`src/rtl/exe_mem_skid.sv`:
```
// Execute-to-memory pipeline register: a two-entry skid buffer with head forwarding and a stall counter.
// Latency: an entry accepted while empty appears on the outputs one cycle later.
// Backpressure: ready_o is a registered "not full" flag, so ready_i never reaches ready_o combinationally.
//
// Ports:
//   clk, reset                  clock, asynchronous active-high reset
//   valid_i/ready_o, *_i        upstream entry: result, branch decision, rd, wen, is_mem, store data
//   flush_i                     squash every held entry and any same-cycle input
//   valid_o/ready_i, *_o        downstream head entry fields
//   fwd_valid_o/addr/data       head-entry bypass to the ALU operand muxes
//   stall_cnt_o                 saturating count of cycles with valid_o=1 and ready_i=0
module exe_mem_skid #(
   parameter int STALL_CNT_W = 16
) (
   input  logic                   clk,
   input  logic                   reset,
   input  logic                   valid_i,
   output logic                   ready_o,
   input  logic [31:0]            result_i,
   input  logic                   jump_now_i,
   input  logic                   is_branch_i,
   input  logic [4:0]             rd_addr_i,
   input  logic                   wen_i,
   input  logic                   is_mem_i,
   input  logic [31:0]            store_data_i,
   input  logic                   flush_i,
   output logic                   valid_o,
   input  logic                   ready_i,
   output logic [31:0]            result_o,
   output logic                   jump_now_o,
   output logic [4:0]             rd_addr_o,
   output logic                   wen_o,
   output logic                   is_mem_o,
   output logic [31:0]            store_data_o,
   output logic                   fwd_valid_o,
   output logic [4:0]             fwd_addr_o,
   output logic [31:0]            fwd_data_o,
   output logic [STALL_CNT_W-1:0] stall_cnt_o
);

   typedef enum logic [1:0] {EMPTY, ONE, FULL} state_t;

   typedef struct packed {
      logic [31:0] result;
      logic        jump;
      logic [4:0]  rd_addr;
      logic        wen;
      logic        is_mem;
      logic [31:0] store_data;
   } entry_t;

   state_t                 state_q, state_d;
   entry_t                 head_q, head_d;
   entry_t                 skid_q, skid_d;
   entry_t                 in_entry;
   logic                   ready_q, ready_d;
   logic [STALL_CNT_W-1:0] stall_q, stall_d;
   logic                   in_fire, out_fire;

   // The jump bit is qualified by is_branch_i so a don't-care ALU decision
   // on non-branch entries can never leak into the stored entry.
   always_comb begin
      in_entry            = '0;
      in_entry.result     = result_i;
      in_entry.jump       = jump_now_i & is_branch_i;
      in_entry.rd_addr    = rd_addr_i;
      in_entry.wen        = wen_i;
      in_entry.is_mem     = is_mem_i;
      in_entry.store_data = store_data_i;
   end

   assign valid_o  = (state_q != EMPTY);
   assign ready_o  = ready_q;
   assign in_fire  = valid_i & ready_q;
   assign out_fire = valid_o & ready_i;

   always_comb begin
      state_d = state_q;
      head_d  = head_q;
      skid_d  = skid_q;
      if (flush_i) begin
         // Flush wins over both fires; the head register keeps its stale
         // contents, which is harmless because valid_o drops.
         state_d = EMPTY;
      end else begin
         case (state_q)
            EMPTY: begin
               if (in_fire) begin
                  head_d  = in_entry;
                  state_d = ONE;
               end
            end
            ONE: begin
               if (in_fire && out_fire) begin
                  head_d = in_entry;
               end else if (in_fire) begin
                  skid_d  = in_entry;
                  state_d = FULL;
               end else if (out_fire) begin
                  state_d = EMPTY;
               end
            end
            FULL: begin
               if (out_fire) begin
                  head_d  = skid_q;
                  state_d = ONE;
               end
            end
            default: state_d = EMPTY;
         endcase
      end
      // Precomputing next-cycle readiness keeps ready_o a pure flop output.
      ready_d = (state_d != FULL);

      stall_d = stall_q;
      if (!flush_i && valid_o && !ready_i && (stall_q != {STALL_CNT_W{1'b1}})) begin
         stall_d = stall_q + 1'b1;
      end
   end

   always_ff @(posedge clk or posedge reset) begin
      if (reset) begin
         state_q <= EMPTY;
         head_q  <= '0;
         skid_q  <= '0;
         ready_q <= 1'b1;
         stall_q <= '0;
      end else begin
         state_q <= state_d;
         head_q  <= head_d;
         skid_q  <= skid_d;
         ready_q <= ready_d;
         stall_q <= stall_d;
      end
   end

   assign result_o     = head_q.result;
   assign jump_now_o   = head_q.jump;
   assign rd_addr_o    = head_q.rd_addr;
   assign wen_o        = head_q.wen;
   assign is_mem_o     = head_q.is_mem;
   assign store_data_o = head_q.store_data;

   // Only the head is forwarded: a load's data is not known yet, and x0 is hardwired zero.
   assign fwd_valid_o  = valid_o & head_q.wen & (head_q.rd_addr != 5'd0) & ~head_q.is_mem;
   assign fwd_addr_o   = head_q.rd_addr;
   assign fwd_data_o   = head_q.result;
   assign stall_cnt_o  = stall_q;

endmodule

```
`config.mk`:
```
export PLATFORM = sky130hd
export DESIGN_NAME = exe_mem_skid
export DESIGN_NICKNAME = d
export VERILOG_FILES = /design/src/rtl/exe_mem_skid.sv
export SDC_FILE = /design/constraint.sdc
export NUM_CORES = 1
export LEC_CHECK = 0
export CAP_MARGIN = 20
export CORE_MARGIN = 3
export CORE_UTILIZATION = 49
export CTS_BUF_LIST = sky130_fd_sc_hd__clkbuf_16
export DETAILED_ROUTE_END_ITERATION = 10
export DONT_BUFFER_PORTS = 1
export GPL_TIMING_DRIVEN = 1
export SLEW_MARGIN = 20
export SYNTH_ARGS = -nofsm -noshare
export SYNTH_HDL_FRONTEND = slang
export SYNTH_SLANG_ARGS = --single-unit
```
`constraint.sdc`:
```
create_clock -name clk -period 10.6 [get_ports clk]
set_input_delay 3.18 -clock clk [delete_from_list [all_inputs] [get_ports clk]]
set_output_delay 3.18 -clock clk [all_outputs]
set_load 0.02 [all_outputs]
```
-- Word level (Yosys, flattened, before mapping)
Cells that the tools add are included.
- flip-flop bits (word level): 163
- input bits: 78
- output and inout bits: 128
- word-level logic and storage cells: 55
- add/sub/neg operators: 1
- equal/unequal tests: 7
- multiplexer cells: 11
- bitwise logic cells: 9
- reductions and logical operators: 12
- operator list (operator ; number):
    72-bit two-way mux ; 3
    72-bit one-hot mux with 3 select lines ; 1
    16-bit by 1-bit adder with 16-bit output (second input constant) ; 1
    16-bit != test (second input constant) ; 1
    2-bit two-way mux ; 6
    2-bit != test (second input constant) ; 4
    1-bit bitwise AND ; 6
    2-bit one-hot mux with 3 select lines ; 1
    5-bit AND reduction ; 1
    5-bit nonzero test ; 1
    1-bit logical AND ; 4
    4-bit AND reduction ; 1
    1-bit inverter ; 3
    3-bit nonzero test ; 1
    2-bit by 1-bit equality test with 1-bit output (second input constant) ; 1
    2-bit equality test (second input constant) ; 1
    1-bit logical NOT ; 2
    2-bit logical NOT ; 1
    2-bit nonzero test ; 1

-- Longest topological paths before layout
Gate-level depths: netlist (run 1).
- depth in word-level cells: 8
- gate-level depth with buffers: 6

-- Least setup slack after synthesis (run 1)
OpenSTA, ideal clock, no wires.
- path type: reg-to-output
- from: reg head_q, in the netlist fwd_addr_o[3]
- to: out fwd_valid_o
- arrival time: 1.377 ns
- data required time: 7.420 ns
- setup slack: 6.043 ns
- stages on the path, launching flop included: 4
- path buffers: 0
- cell sequence: dfrtp_1 or4_1 nor2_1 nor4b_1
- cells in the longest elaborated chain, start to end: 3
- RTL lines (element ; RTL line ; RTL):
    start, declared ; 53 ; entry_t head_q, head_d;
    start signal, assigned ; 124 ; head_q <= '0;
    start signal, assigned ; 130 ; head_q <= head_d;
    5-bit nonzero test ; 145 ; assign fwd_valid_o = valid_o & head_q.wen & (head_q.rd_addr != 5'd0) & ~head_q.is_mem;
    1-bit bitwise AND (2 in a row) ; 145 ;
    end, declared ; 35 ; output logic fwd_valid_o,
Every way passes these cells.

-- Final worst setup path (run 1)
- from: reg head_q, in the netlist fwd_addr_o[0]
- to: out fwd_valid_o
The elaborated chain is that of the path after synthesis.

==> summary.md, run 1 <==
| Metric | Value |
|---|---|
| Final TNS setup | `0 ps` |
| Die area | `16900 µm²` |
| Synthesized area per cell | `about 11 µm²` |
| GRT overflow | `0` |
| Slowest stage delay, CP | `570 ps` |
| Clk_skew | `8.62 ps` |
| RSZ-0062 raised after global routing | `no` |
| Worst Path Required | `approximately 7400 ps` |
| Hold buffers post-CTS | `0` |
| Final setup viols | `0` |
| Synth area leader | `dfrtp_1` |
| Worst r2r src | `ready_o$_DFF_PP1_` |
| Register area share after synthesis | `about 54%` |
| Design Area, Final | `8040 µm²` |
| First-pass GRT wire length | `~25000 µm` |
| DRT Wirelength | `approximately 16000 µm` |
| Max-slew violation count | `0` |
| RR Endpoint | `fwd_data_o[29]$_DFFE_PP0P_` |
| Core Area | `14800 µm²` |
| Placed Cells | `792` |
| Top post-synthesis cells by area | `dfrtp_1, mux2_2, nand2_1` |
| DP Worst Slack | `5040 ps` |
| Max FO, Critical Path | `4` |
| DRT iter0 DRCs | `255` |
| Syn_nets | `750` |
| Wirelength per Cell | `between 15 and 20 µm` |
| H-tree depth | `4` |
| Die H | `130 µm` |
| Netlist cell types | `40` |
| Hold wc startpoint | `skid_q[39]$_DFFE_PP0P_` |
| Initial antenna violation count | `0` |
| Worst hold path depth | `2` |
| Yosys warns | `0` |
| Worst-case clock buffer depth | `2` |
| Final setup margin | `5510 ps` |
| FP Rows | `44` |
| Worst Tran Pin Value | `881 ps` |
| Largest net degree at the start of global routing | `84` |
| Hold crit path type | `register to register` |
| Worst setup EP type | `output port` |
| Clock-pin slew on the worst setup and hold paths | `60 ps` |
| Post-synth EDFFs | `0` |
| Diodes inserted | `0` |
| Synthesized flop and latch total | `163` |
| Top FF cell, synth | `dfrtp_1` |
| Sink Count | `roughly 160` |
| Fin crit period | `slightly above 5000 ps` |
| Routed via count | `between 4000 and 5000` |
| Asr flop ratio synth | `100%` |
| Critical path type | `register to output port` |
| Filler cells | `1253` |
| Area delta synth->final | `6.96%` |
| Fin nets | `707` |
| Vias per cell | `around 5.6` |
| R2r setup slk | `8020 ps` |
| Reg2reg path depth | `6` |
| Slew HR | `~41%` |
| Post-CTS Resized | `0` |
| Fin cells | `822` |
| Post-DP Area | `7390 µm²` |
| Vias in the first global route | `roughly 4800` |
| Arrival @ worst endpoint | `1910 ps` |
| Final Hold Fails | `0` |
| Share of layout cells above drive strength 1 | `roughly 29%` |
| # port buffers | `0` |
| Max-cap viol count | `0` |
| Startpoint types | `register` |
| Worst skew pair latency | `420 ps` |
| GPL Wtd Cong | `0.747` |
| Pwr dens | `233 nW/µm²` |
| Static Leak | `between 3 and 4 nW` |
| Post-CTS Setup Inserts | `0` |
| I/O Pins | `206` |
| FMAX | `197 MHz` |
| Post-layout util | `54.5%` |
| GRT Overall Usage | `19.1%` |
| Syn Inst Count | `671` |
| DRT antenna net count | `0` |
| Final Total Pwr | `1.87 mW` |
| Crit share post-route | `48.0%` |
| Critical-path top delay cell | `or4_1` |
| Initial Utilization | `between 50 and 60%` |
| Worst VDD drop | `between 0.0001 and 0.00015 V` |
| Total CTS buffers | `17` |
| Pre-Repair DR Iteration Count | `4` |
| Remaining DRCs | `0` |
| Top cell type's share of synthesized area | `about 54%` |
| Outcome | `finished clean` |
| Worst Hold End | `skid_q[39]$_DFFE_PP0P_` |
| Worst hold slack | `483 ps` |
| CTS tree | `yes` |
| Clk root buf | `clkbuf_16` |
| Die extent in x | `130 µm` |
| Mapped Area | `7510 µm²` |
| Post-DP HPWL | `10200 µm` |
| CP cell instances | `or4_1, nor2_1, nor4b_1, buf_4` |
## sequential cells by signal, indices dropped and copies added (netlist names)
| name | count |
|---|---|
| skid_q | 72 |
| fwd_data_o | 32 |
| store_data_o | 32 |
| stall_cnt_o | 16 |
| fwd_addr_o | 5 |
| state_q | 2 |
| is_mem_o | 1 |
| jump_now_o | 1 |
| ready_o | 1 |
| wen_o | 1 |
## how the worst max path moves through the flow
stage / startpoint / endpoint / slack (ps)
floorplan: reset / fwd_addr_o[0]$_DFFE_PP0P_ / 3020
global placement: valid_i / store_data_o[16]$_DFFE_PP0P_ / 5080
detailed placement: valid_i / fwd_data_o[29]$_DFFE_PP0P_ / 5040
CTS: valid_i / fwd_data_o[29]$_DFFE_PP0P_ / 5490
global route: fwd_addr_o[0]$_DFFE_PP0P_ / fwd_valid_o / 5420
finish: fwd_addr_o[0]$_DFFE_PP0P_ / fwd_valid_o / 5510
## kinds of logic (layout without fill, tap and decap cells)
logic type	after synthesis	count (layout)	synth area share, %
simple gates	265	265	15.2
flops	163	163	54.3
mux	146	146	21.9
buf+inv	72	39	6.01
compound gates	13	13	1.07
xor+xnor	11	11	1.28
fa+ha+maj	1	1	0.167
## cells in the final DEF, fill, tap and decap left out, drive strengths merged, types with 2 or more instances in the layout
master	instances
nand2	223
dfrtp	162
mux2	146
clkbuf	17
xor2	9
nor2	7
buf	7
nand4	6
nand3	6
bufinv	5
o21ai	4
inv	4
nor4	4
clkinv	4
a21oi	3
nor3	3
nor4b	3
and3	3
xnor2	2
and4	2
nor3b	2
a31oi	2
clkinvlp	2
nand2b	2
## routing by layer
metal,vias up,share of wire [%],global-route usage [%]
met2,169,48,31.6
met4,0,2.0,6.97
met1,2294,40,22.4
li1,2114,-,-
met5,-,0,0
met3,23,9.6,8.06
## final cells by class
type                            count  area (µm²)  area share (%)
Timing Repair Buffer                7        88.8            1.11
Inverter                            3        16.3           0.202
Clock inverter                     12         191            2.38
Sequential cell                   163        4080            50.8
Clock buffer                       17         425            5.29
Tap cell                          184         230            2.87
Multi-Input combinational cell    436        3000            37.4
## cells in the mapped netlist (2+ instances only)
cell / instances
inv_1: 3
a21oi_1: 3
nand4_1: 6
buf_4: 44
a31oi_1: 2
buf_2: 13
and3_1: 2
mux2_2: 138
nand2_1: 223
mux2_1: 7
nor3b_1: 2
dfrtp_1: 162
clkbuf_1: 12
xnor2_1: 2
nor2_1: 5
nor4_1: 3
nand3_1: 5
o21ai_0: 4
nor4b_1: 2
nor3_1: 3
xor2_1: 9
and4_1: 2
nand2b_1: 2
## power by group
| group | switching (mW) | internal [mW] | total [mW] |
|---|---|---|---|
| Clock | 0.239 | 0.411 | 0.650 |
| Sequential | 0.237 | 0.773 | 1.01 |
| Combinational | 0.0803 | 0.132 | 0.212 |
| Total | 0.556 | 1.32 | 1.87 |
## worst max-delay path, delay by kind of cell (launching register included)
kind	cells	cell delay (ps)
simple gates	3	760
flops	1	540
buf+inv	1	190
No activity file was read; power rests on OpenSTA's default activity.
==> run 2, diff against run 1 <==
--- a/config.mk
+++ b/config.mk
@@ -12,6 +12,7 @@
 export DETAILED_ROUTE_END_ITERATION = 10
 export DONT_BUFFER_PORTS = 1
 export GPL_TIMING_DRIVEN = 1
+export PLACE_DENSITY = 0.66
 export SLEW_MARGIN = 20
 export SYNTH_ARGS = -nofsm -noshare
 export SYNTH_HDL_FRONTEND = slang
==> constraint.sdc (replaced) <==
create_clock -name clk -period 4.1 [get_ports clk]
set_input_delay 1.23 -clock clk [delete_from_list [all_inputs] [get_ports clk]]
set_output_delay 1.23 -clock clk [all_outputs]
set_load 0.02 [all_outputs]
==> summary.md, run 2 (synthesis results as in run 1) <==
| Metric | Value |
|---|---|
| Critical-path top delay cell | `or4_1` |
| GPL Wtd Cong | `0.772 (+3.3%)` |
| # port buffers | `0 (unchanged)` |
| Final Hold Fails | `0 (unchanged)` |
| Vias in the first global route | `4569 (-4.1%)` |
| Final TNS setup | `0 ps (unchanged)` |
| Share of layout cells above drive strength 1 | `29.9% (+1.1 points)` |
| Max FO, Critical Path | `4 (unchanged)` |
| Post-DP HPWL | `10400 µm (+2.2%)` |
| Clock-pin slew on the worst setup and hold paths | `60 ps (about the same)` |
| R2r setup slk | `1880 ps (-6140 ps)` |
| Pre-Repair DR Iteration Count | `4 (unchanged)` |
| Max-cap viol count | `0 (unchanged)` |
| Largest reg by FF count | `skid_q` |
| Most frequent cells in the layout | `nand2_1, dfrtp_1, mux2_2` |
| Critical path type | `register to output port` |
| Routed via count | `4614 (+0.30%)` |
| DP Worst Slack | `1110 ps (-3930 ps)` |
| Remaining DRCs | `0 (unchanged)` |
| DRT Wirelength | `15100 µm (-3.0%)` |
| Area delta synth->final | `6.76%` |
| Slew HR | `47.1% (+5.8 points)` |
| Pwr dens | `592 nW/µm² (+150%)` |
| CTS tree | `yes` |
| Crit share post-route | `78.5%` |
| RR Endpoint | `skid_q[23]$_DFFE_PP0P_` |
| Vias per cell | `5.57 (-0.54%)` |
| Worst Setup SP | `fwd_addr_o[3]$_DFFE_PP0P_` |
| RSZ-0062 raised after global routing | `no` |
| Arrival @ worst endpoint | `1990 ps (+80 ps)` |
| Final setup viols | `0 (unchanged)` |
| Wirelength per Cell | `18.2 µm (-3.8%)` |
| Clk root buf | `clkbuf_16` |
| Worst setup EP type | `output port` |
| Max-slew violation count | `0 (unchanged)` |
| Worst r2r src | `ready_o$_DFF_PP1_` |
| Slowest stage delay, CP | `580 ps (about the same)` |
| Most common cell after layout, fill and taps aside | `nand2_1` |
| Static Leak | `3.80 nW (about the same)` |
| Diodes inserted | `0 (unchanged)` |
| Worst skew pair latency | `420 ps (about the same)` |
| Sink Count | `163 (unchanged)` |
| H-tree depth | `4 (unchanged)` |
| Worst Path Required | `2870 ps (-4550 ps)` |
| Fin nets | `711 (+0.57%)` |
| Initial Utilization | `50.9% (unchanged)` |
| DRT iter0 DRCs | `239 (-6.3%)` |
| Worst Tran Pin Value | `794 ps (-87.3 ps)` |
| Final setup margin | `880 ps (-4630 ps)` |
| Core Area | `14800 µm² (unchanged)` |
| Initial antenna violation count | `0 (unchanged)` |
| FP Rows | `44 (unchanged)` |
| Clk_skew | `6.66 ps (-1.96 ps)` |
| Outcome | `finished clean` |
| DRT antenna net count | `0 (unchanged)` |
| Reg2reg path depth | `4 (-2)` |
| Hold crit path type | `register to register` |
| First-pass GRT wire length | `23800 µm (-5.1%)` |
| Worst Hold End | `skid_q[39]$_DFFE_PP0P_` |
| Worst hold path depth | `2 (unchanged)` |
| I/O Pins | `206 (unchanged)` |
| Post-CTS Resized | `0 (unchanged)` |
| Post-CTS Setup Inserts | `0 (unchanged)` |
| Total CTS buffers | `17 (unchanged)` |
| Worst-case clock buffer depth | `2 (unchanged)` |
| Hold buffers post-CTS | `0 (unchanged)` |
| Die H | `130 µm (unchanged)` |
| Fin crit period | `3220 ps` |
| GRT Overall Usage | `18.1% (-1.0 points)` |
| Largest net degree at the start of global routing | `76 (-9.5%)` |
| Hold wc startpoint | `skid_q[39]$_DFFE_PP0P_` |
| Startpoint types | `register` |
| CP cell instances | `or4_1, nor2_1, nor4b_1, buf_4` |
| Die area | `16900 µm² (unchanged)` |
| Die extent in x | `130 µm (unchanged)` |
| GRT overflow | `0 (unchanged)` |
| FMAX | `311 MHz` |
| Worst VDD drop | `0.000289 V (+160%)` |
| Max reg flops | `72 (unchanged)` |
## run 2: cell types whose count changed in the layout (fill, tap and decap cells not counted), moves of 2 or more
cell / change
bufinv_16: -3
inv_6: +6
buf_4: +6
clkinv_4: +2
## run 2: layout make-up
cell class                 count  area, µm²
multi-input combinational    436       3000
clock buffer                  17        425
tap                          184        230
sequential                   163       4080
timing repair buffer          11       95.1
inverter                       3       15.0
fill                        1244       6730
clock inverter                15        171
## run 2: critical path: cells and delay by family (launching register included)
family | cells | cell delay [ps]
DFF | 1 | 550
buffers and inverters | 1 | 180
and+or+nand+nor | 3 | 840
## run 2: stage by stage
stage          cells  hold slack [ps]  total power, mW  util [%]  area (µm²)
2_1_floorplan    671              450             3.14         -        7520
3_3_place_gp     797              464             3.15      50.3        7420
3_5_place_dp     797              471             3.20      50.3        7420
4_1_cts          829              485             4.81      54.4        8020
5_1_grt          829              510             4.99      54.4        8020
6_report         829              480             4.75      54.4        8020
## run 2: per-layer routing
metal  share of wire (%)  vias to the layer above  track usage [%]
li1                    -                     2125                -
met1                  39                     2293             21.4
met2                  49                      178             29.8
met4                 1.5                        0             6.66
met3                 9.8                       18             7.49
met5                   0                        -                0
## run 2: report_power, final
group | internal [mW] | switching (mW)
sequential | 2.00 | 0.609
clock | 0.916 | 0.677
combinational | 0.342 | 0.206
total | 3.26 | 1.49
## run 2: worst max-delay path by stage
stage | endpoint | cells past startpoint
floorplan | fwd_addr_o[0]$_DFFE_PP0P_ | 1
global placement | skid_q[20]$_DFFE_PP0P_ | 4
detailed placement | skid_q[20]$_DFFE_PP0P_ | 4
CTS | fwd_valid_o | 4
global route | fwd_valid_o | 4
finish | fwd_valid_o | 4
